### config.mk
export PLATFORM = sky130hd
export DESIGN_NAME = exu_div
export DESIGN_NICKNAME = d
export VERILOG_FILES = /design/src/rtl/exu_div.sv
export SDC_FILE = /design/constraint.sdc
export NUM_CORES = 1
export LEC_CHECK = 0
export CORE_MARGIN = 2
export CORE_UTILIZATION = 30
export DETAILED_ROUTE_END_ITERATION = 16
export PLACE_DENSITY = 0.5
export SYNTH_ARGS = -nofsm -noshare
export SYNTH_HDL_FRONTEND = slang
export SYNTH_SLANG_ARGS = --single-unit
### constraint.sdc
create_clock -name clk -period 2.7 [get_ports clk]
set_input_delay 0.54 -clock clk [delete_from_list [all_inputs] [get_ports clk]]
set_output_delay 0.54 -clock clk [all_outputs]
set_load 0.03 [all_outputs]
### src/rtl/exu_div.sv
// exu_div : iterative integer divider for DIV/DIVU/REM/REMU.
//
// Radix-2 restoring divider. Each operation is accepted in IDLE or DONE,
// runs XLEN CALC cycles (one quotient bit per cycle), one FIX cycle to apply
// signs and select the result, then a one-cycle DONE writeback strobe.
//
// Ports
//   clk, rst            clock, synchronous active-high reset
//   div_valid           issue strobe (legal divide instruction)
//   div_rs1_data/rs2    dividend / divisor
//   div_rd_addr         destination register
//   div_rem             1: remainder result, 0: quotient result
//   div_unsign          1: unsigned operands
//   div_instr_tag       tag carried to writeback
//   pipe_flush          abort any in-flight operation
//   div_busy            operation in progress (registered)
//   div_wb_*            registered writeback outputs, strobe in DONE only
//
// Build option
//   DIV_EARLY_OUT_EN    when defined, divide-by-zero, signed overflow and
//                       |dividend| < |divisor| complete straight to DONE.
module exu_div #(
  parameter int unsigned XLEN  = 32,
  parameter int unsigned TAG_W = 8
) (
  input  logic             clk,
  input  logic             rst,
  input  logic             div_valid,
  input  logic [XLEN-1:0]  div_rs1_data,
  input  logic [XLEN-1:0]  div_rs2_data,
  input  logic [4:0]       div_rd_addr,
  input  logic             div_rem,
  input  logic             div_unsign,
  input  logic [TAG_W-1:0] div_instr_tag,
  input  logic             pipe_flush,
  output logic             div_busy,
  output logic [XLEN-1:0]  div_wb_data,
  output logic [4:0]       div_wb_rd_addr,
  output logic             div_wb_rd_wr_en,
  output logic [TAG_W-1:0] div_wb_instr_tag
);

  localparam int unsigned CNT_W = $clog2(XLEN) + 1;

  typedef enum logic [1:0] {S_IDLE, S_CALC, S_FIX, S_DONE} state_e;

  state_e             state_q, state_d;
  logic [CNT_W-1:0]   cnt_q, cnt_d;
  logic [XLEN-1:0]    quo_q, quo_d;
  logic [XLEN-1:0]    rem_q, rem_d;
  logic [XLEN-1:0]    dvs_q, dvs_d;
  logic               neg_quo_q, neg_quo_d;
  logic               neg_rem_q, neg_rem_d;
  logic               sel_rem_q, sel_rem_d;
  logic [4:0]         rd_q, rd_d;
  logic [TAG_W-1:0]   tag_q, tag_d;
  logic [XLEN-1:0]    wb_data_q, wb_data_d;
  logic [4:0]         wb_rd_q, wb_rd_d;
  logic [TAG_W-1:0]   wb_tag_q, wb_tag_d;
  logic               busy_q, busy_d;
  logic               wr_en_q, wr_en_d;

  logic               accept;
  logic               early;
  logic               a_neg, b_neg, b_zero;
  logic [XLEN-1:0]    a_mag, b_mag;
  logic [XLEN:0]      shifted, diff;
  logic [XLEN-1:0]    q_fix, r_fix;

  // Operand conditioning on the issue-side inputs.
  always_comb begin
    accept = div_valid && !pipe_flush && (state_q == S_IDLE || state_q == S_DONE);
    a_neg  = !div_unsign && div_rs1_data[XLEN-1];
    b_neg  = !div_unsign && div_rs2_data[XLEN-1];
    b_zero = (div_rs2_data == '0);
    a_mag  = a_neg ? ('0 - div_rs1_data) : div_rs1_data;
    b_mag  = b_neg ? ('0 - div_rs2_data) : div_rs2_data;
  end

`ifdef DIV_EARLY_OUT_EN
  logic            ovf;
  logic [XLEN-1:0] eo_quo, eo_rem;
  always_comb begin
    ovf    = !div_unsign && (div_rs1_data == {1'b1, {(XLEN-1){1'b0}}})
             && (div_rs2_data == '1);
    early  = b_zero || ovf || (a_mag < b_mag);
    eo_quo = b_zero ? '1 : (ovf ? div_rs1_data : '0);
    eo_rem = ovf ? '0 : div_rs1_data;
  end
`else
  always_comb early = 1'b0;
`endif

  // State and datapath register.
  always_ff @(posedge clk) begin
    if (rst) begin
      state_q   <= S_IDLE;
      cnt_q     <= '0;
      quo_q     <= '0;
      rem_q     <= '0;
      dvs_q     <= '0;
      neg_quo_q <= 1'b0;
      neg_rem_q <= 1'b0;
      sel_rem_q <= 1'b0;
      rd_q      <= '0;
      tag_q     <= '0;
      wb_data_q <= '0;
      wb_rd_q   <= '0;
      wb_tag_q  <= '0;
      busy_q    <= 1'b0;
      wr_en_q   <= 1'b0;
    end else begin
      state_q   <= state_d;
      cnt_q     <= cnt_d;
      quo_q     <= quo_d;
      rem_q     <= rem_d;
      dvs_q     <= dvs_d;
      neg_quo_q <= neg_quo_d;
      neg_rem_q <= neg_rem_d;
      sel_rem_q <= sel_rem_d;
      rd_q      <= rd_d;
      tag_q     <= tag_d;
      wb_data_q <= wb_data_d;
      wb_rd_q   <= wb_rd_d;
      wb_tag_q  <= wb_tag_d;
      busy_q    <= busy_d;
      wr_en_q   <= wr_en_d;
    end
  end

  // Next-state logic.
  always_comb begin
    state_d = state_q;
    if (pipe_flush) begin
      state_d = S_IDLE;
    end else begin
      unique case (state_q)
        S_IDLE, S_DONE: begin
          if (accept)                state_d = early ? S_DONE : S_CALC;
          else if (state_q == S_DONE) state_d = S_IDLE;
        end
        S_CALC:  if (cnt_q == '0) state_d = S_FIX;
        S_FIX:   state_d = S_DONE;
        default: state_d = S_IDLE;
      endcase
    end
  end

  // Datapath and output logic.
  always_comb begin
    cnt_d     = cnt_q;
    quo_d     = quo_q;
    rem_d     = rem_q;
    dvs_d     = dvs_q;
    neg_quo_d = neg_quo_q;
    neg_rem_d = neg_rem_q;
    sel_rem_d = sel_rem_q;
    rd_d      = rd_q;
    tag_d     = tag_q;
    wb_data_d = wb_data_q;
    wb_rd_d   = wb_rd_q;
    wb_tag_d  = wb_tag_q;

    // quo_q doubles as the dividend shift register: its MSB feeds the
    // partial remainder while quotient bits enter at the LSB.
    shifted = {rem_q, quo_q[XLEN-1]};
    diff    = shifted - {1'b0, dvs_q};
    q_fix   = neg_quo_q ? ('0 - quo_q) : quo_q;
    r_fix   = neg_rem_q ? ('0 - rem_q) : rem_q;

    if (accept) begin
      quo_d     = a_mag;
      rem_d     = '0;
      dvs_d     = b_mag;
      cnt_d     = CNT_W'(XLEN - 1);
      // A zero divisor yields an all-ones quotient that must stay unsigned.
      neg_quo_d = (a_neg ^ b_neg) && !b_zero;
      neg_rem_d = a_neg;
      sel_rem_d = div_rem;
      rd_d      = div_rd_addr;
      tag_d     = div_instr_tag;
`ifdef DIV_EARLY_OUT_EN
      if (early) begin
        wb_data_d = div_rem ? eo_rem : eo_quo;
        wb_rd_d   = div_rd_addr;
        wb_tag_d  = div_instr_tag;
      end
`endif
    end else if (state_q == S_CALC) begin
      if (!diff[XLEN]) begin
        rem_d = diff[XLEN-1:0];
        quo_d = {quo_q[XLEN-2:0], 1'b1};
      end else begin
        rem_d = shifted[XLEN-1:0];
        quo_d = {quo_q[XLEN-2:0], 1'b0};
      end
      if (cnt_q != '0) cnt_d = cnt_q - CNT_W'(1);
    end else if (state_q == S_FIX && !pipe_flush) begin
      wb_data_d = sel_rem_q ? r_fix : q_fix;
      wb_rd_d   = rd_q;
      wb_tag_d  = tag_q;
    end

    busy_d  = (state_d == S_CALC) || (state_d == S_FIX);
    wr_en_d = (state_d == S_DONE);
  end

  always_comb begin
    div_busy         = busy_q;
    div_wb_rd_wr_en  = wr_en_q;
    div_wb_data      = wb_data_q;
    div_wb_rd_addr   = wb_rd_q;
    div_wb_instr_tag = wb_tag_q;
  end

endmodule

======== Word-level counts from Yosys, hierarchy flattened ========
Index checks and enable logic that the tools add are counted.
storage, ports and cells
  flip-flop bits (word level) ............. 167
  input bits .............................. 83
cells by class
  $add $sub $neg .......................... 6
  eq/ne operators ......................... 6
  mux-type cells .......................... 17
  bitwise gates (word level) .............. 3
  reduce and logical (&&, ||, !) cells .... 22
operator list
  kind                     number
  $mux W32                 8
  $sub A1 B32 Y32 const A  4
  $sub A33 B32 Y33         1
  $logic_not A32 Y1        1
  $mux W5                  3
  $eq A2 B2 Y1 const B     4
  $mux W2                  4
  $logic_and A1 B1 Y1      6
  $logic_not A6 Y1         1
  $pmux W2 S3              1
  $reduce_bool A6 Y1       1
  $sub A6 B1 Y6 const B    1
  $eq A2 B1 Y1 const B     2
  $reduce_and A2 Y1        2
  $reduce_bool A2 Y1       2
  $reduce_or A2 Y1         2
  $logic_not A1 Y1         3
  $reduce_and A3 Y1        1
  $logic_not A2 Y1         1
  $logic_or A1 B1 Y1       2
  $not A1 Y1               2
  $mux W1                  1
  $xor A1 B1 Y1            1

======== Longest topological paths before layout ========
  depth after elaboration ................. 8
  mapped depth ............................ 14
  depth with buffers taken out ............ 12

======== Worst setup path before layout ========
No wires, ideal clock.
  kind .................................... register to register
  from .................................... register quo_q[31]
  to ...................................... register rem_q[16]
  arrival time ............................ 2,676 ps
  required time ........................... 2,614 ps
  path slack .............................. -61 ps
  stages on the path, launching flop included .. 14
  path buffers ............................ 2
  clock period less this slack ............ 2,761 ps
  cells stage by stage .................... dfxtp_1 -> inv_1 -> ha_1 -> fa_1 -> nand2b_1 -> a21oi_1 -> o21a_1 -> a21bo_1 -> a21oi_4 -> xnor2_1 -> buf_2 -> buf_2 -> a21oi_1 -> a211oi_1
on the way
  longest elaborated chain between the ends .. 2
ends and longest elaborated chain
  element                 RTL line  RTL
  start, declared         49        logic [XLEN-1:0] quo_q, quo_d;
  start signal, assigned  115       quo_q <= quo_d;
  $sub A33 B32 Y33        167       diff = shifted - {1'b0, dvs_q};
  $mux W32                190       if (!diff[XLEN]) begin
  end signal, assigned    116       rem_q <= rem_d;
  end, declared           50        logic [XLEN-1:0] rem_q, rem_d;
Every way passes these cells.
A chain may end at the register's enable or synchronous reset.

======== Final worst setup path ========
  from .................................... register dvs_q[5]
  to ...................................... register rem_q[14]
on the way
  longest elaborated chain between the ends .. 2
ends and longest elaborated chain
  element                 RTL line  RTL
  start, declared         51        logic [XLEN-1:0] dvs_q, dvs_d;
  start signal, assigned  117       dvs_q <= dvs_d;
  $sub A33 B32 Y33        167
  $mux W32                190
Every way passes these cells.

==> results.toml <==
[yosys]
synth_warnings = 0
synth_top_area_share_pct = 29.85
synthTopCellsByArea = "dfxtp_1, a21oi_1, nand2_1"
synth_top_flop_cell = "dfxtp_1"
synth_commonest_cells = "nand2_1, dfxtp_1, nor2_1"
synth-async-reset-ratio_pct = 0
synth.most_common_cell = "nand2_1"
syn-num-nets = 1597
ys_types = 61
synth-seq-cells = 167
synth-edff-count = 0
synth_area_um2 = 11200
yosysTopAreaCell = "dfxtp_1"
syn-instance-count = 1472
synth.avg_cell_area_um2 = 7.608
seq_area_frac_synth_pct = 29.85

[worst_setup_path]
reg2reg_depth = 13
cp.arrival_ns = 3.16
rr_startpoint = "dvs_q[5]"
cp_data_required_time_ns = 3.07
crit_fanout = 4
crit_path_start_kind = "flip-flop"
path_class = "reg -> reg"
end_kind = "flip-flop"
rrSetupSlack_ns = -0.09
reg2reg_to = "rem_q[14]"

[timing]
hold_viol = 0
clock_skew_ns = 0.01844
rsz0062_at_grt = "true"
setup_viol = 20
finalCritPeriodShare_pct = 103.4
timing.hold.ws_ns = 0.4517
tightest_slew_ns = 1.128
drv_slew = 0
fmax_mhz = 358.3
setup_ws_ns = -0.09118
period_needed_ns = 2.791
slew_headroom_pct = 24.73

[global_route]
grt-ovfl-total = 0
grt_usage_pct = 18.99
grt_pass1_wl_um = 58710
grt_max_degree = 72
antenna_found_initial = 0
grt_pass1_vias = 10944

[clocking]
h-tree-depth = 4
clockBufferDepth = 2
clkTransAtPathRegs_ns = 0.08
clk_latency_ns = 0.44
cts_tree = "built"
cts_root_buf = "clkbuf_16"
cts_sinks = 167
cts_made_buffers = 17

[worst_hold_path]
min_to = "div_wb_instr_tag[2]"
worstHoldPathCells = 2
hold_path.class = "reg -> reg"
worstHoldStart = "tag_q[2]"

[detailed_routing]
drtIter0Drc = 726
num_vias = 11411
antenna_left = 0
first_pass_iters = 5
vias_per_cell = 5.042
wire_per_inst_um = 16.47
drc_errors = 0
drt_wl_total_um = 37270

[floorplanning]
ios = 130
placement_rows = 70
start_util_pct = 30.51
die_y_um = 197.2
core_um2 = 36700
die_w_um = 197.2
dieArea_um2 = 38890

[run]
cap_viol_max_count = 0

[pwr]
power_mw = 8.615
switching_share_pct = 35.47
p_seq_share_pct = 31.5
ir_drop_uv = 395.3
p_clk_share_pct = 29.6
p_switching_mw = 3.056
combPwrFrac_pct = 38.9
p_leak_nw = 6.126
power_density_nw_per_um2 = 536.4
p_int_mw = 5.559

[placed_design]
gp_congestion = 0.8701
post-dp-hpwl_um = 28980
io_buffers = 129

[run_status]
outcome = "finished, violations left"
failed_checks = "setup timing"

[layout]
syn_to_final_growth_pct = 43.42
fill_cells = 3709
nets = 1907
multi_input_area_um2 = 7931
drive_gt1_share_pct = 24.07
seq_area_um2 = 3362
n_antenna_cell = 0
per-stage QoR:
stage,utilization [%],setup WS [ns],setup TNS [ns],instance area (µm²),instances
after floorplan,-,0.003701,0,11230,1472
after global placement,39.82,-0.4894,-11.74,14610,2214
after detailed placement,39.82,-0.4733,-14.72,14610,2214
after CTS,42.52,-0.08072,-0.4627,15610,2254
after global routing,43.76,-0.1863,-4.347,16060,2263
final,43.76,-0.09118,-0.9397,16060,2263
metal layers:
| layer | up-vias | global-route usage (%) | part of all wire, % |
|---|---|---|---|
| met5 | - | 0 | 0 |
| met4 | 0 | 4.762 | 1.2 |
| met3 | 25 | 2.015 | 2.9 |
| met2 | 197 | 30.45 | 45 |
| met1 | 5345 | 27.12 | 51 |
| li1 | 5844 | - | - |
registers in the layout, summed over array words and instances (netlist names):
| register | flops |
|---|---|
| state_q | 2 |
| quo_q | 32 |
| div_busy | 1 |
| div_wb_instr_tag | 8 |
| neg_quo_q | 1 |
| rd_q | 5 |
| dvs_q | 32 |
| neg_rem_q | 1 |
| div_wb_rd_wr_en | 1 |
| sel_rem_q | 1 |
| div_wb_data | 32 |
| cnt_q | 6 |
| tag_q | 8 |
| div_wb_rd_addr | 5 |
| rem_q | 32 |
final cells by class:
class                      count  share of cell area, %
tap                          468                  3.646
clock inverter                15                  1.130
multi-input combinational   1152                  49.38
inverter                      58                  1.356
sequential                   167                  20.93
timing repair buffer         386                  20.90
clock buffer                  17                  2.649
power by group through the flow:
stage	clock network (mW)	logic [mW]	registers [mW]
2_1_floorplan	0	1.66	2.75
5_1_grt	2.70	3.65	2.73
3_3_place_gp	0	2.83	2.75
6_report	2.55	3.35	2.71
4_1_cts	2.61	3.10	2.70
3_5_place_dp	0	2.86	2.76
critical path, cell delays in order (launching register included):
cell	delay (ns)
dfxtp_2	0.33
inv_2	0.04
ha_4	0.20
a21o_1	0.16
or3_1	0.31
o21a_2	0.25
a21bo_4	0.24
a21oi_4	0.26
buf_12	0.15
xnor2_4	0.14
buf_12	0.16
nor2_1	0.04
or3_1	0.31
a21oi_2	0.12
logic make-up after synthesis:
kind of cell,count (synthesis),synth area share [%]
AOI/OAI and AO/OA,442,25.62
xor gates and xnor gates,142,11.11
adders and majority gates,42,4.760
buffers and inverters,153,5.207
DFF,167,29.85
muxes,36,3.240
and+or+nand+nor,490,20.21
worst max-delay path by stage:
stage	startpoint	depth (start not counted)	to	slack, ns
floorplan	div_rs2_data[10]	9	dvs_q[29]	0.004
global placement	div_rs2_data[10]	10	dvs_q[29]	-0.49
detailed placement	div_rs2_data[10]	10	dvs_q[29]	-0.47
CTS	quo_q[31]	14	rem_q[30]	-0.08
global route	dvs_q[5]	13	rem_q[14]	-0.19
finish	dvs_q[5]	13	rem_q[14]	-0.09
what timing repair did:
item | CTS | global route
pin swaps | 38 | 49
endpoints found under the setup margin | 47 | 65
setup buffers | 13 | 9
hold buffers | 0 | 0
resized for setup | 66 | 87
layout by cell type, fill, tap and decap left out, types with 9 or more instances in the layout:
master | Yosys | layout
o41ai_1 | 15 | 13
ha_4 | 0 | 11
inv_1 | 58 | 53
a21oi_1 | 149 | 133
a31oi_1 | 15 | 14
nor3_1 | 25 | 20
xnor2_1 | 71 | 68
o211ai_1 | 29 | 29
o21ai_1 | 14 | 17
xor2_1 | 71 | 70
dfxtp_1 | 167 | 154
mux2i_1 | 34 | 34
buf_6 | 0 | 9
dfxtp_2 | 0 | 12
nand3_1 | 26 | 22
nand2_1 | 185 | 177
nor2b_1 | 12 | 11
nand2b_1 | 19 | 16
a21o_1 | 12 | 12
a211oi_1 | 87 | 80
buf_4 | 0 | 241
nor2_1 | 153 | 143
a21oi_2 | 0 | 14
or3_1 | 17 | 15
clkbuf_16 | 0 | 17
ha_1 | 41 | 27
o21ai_0 | 53 | 46
o31ai_1 | 30 | 25
clkdlybuf4s50_1 | 0 | 124
or4_1 | 13 | 12
nor2_2 | 0 | 9
(Power assumes the default switching activity.)
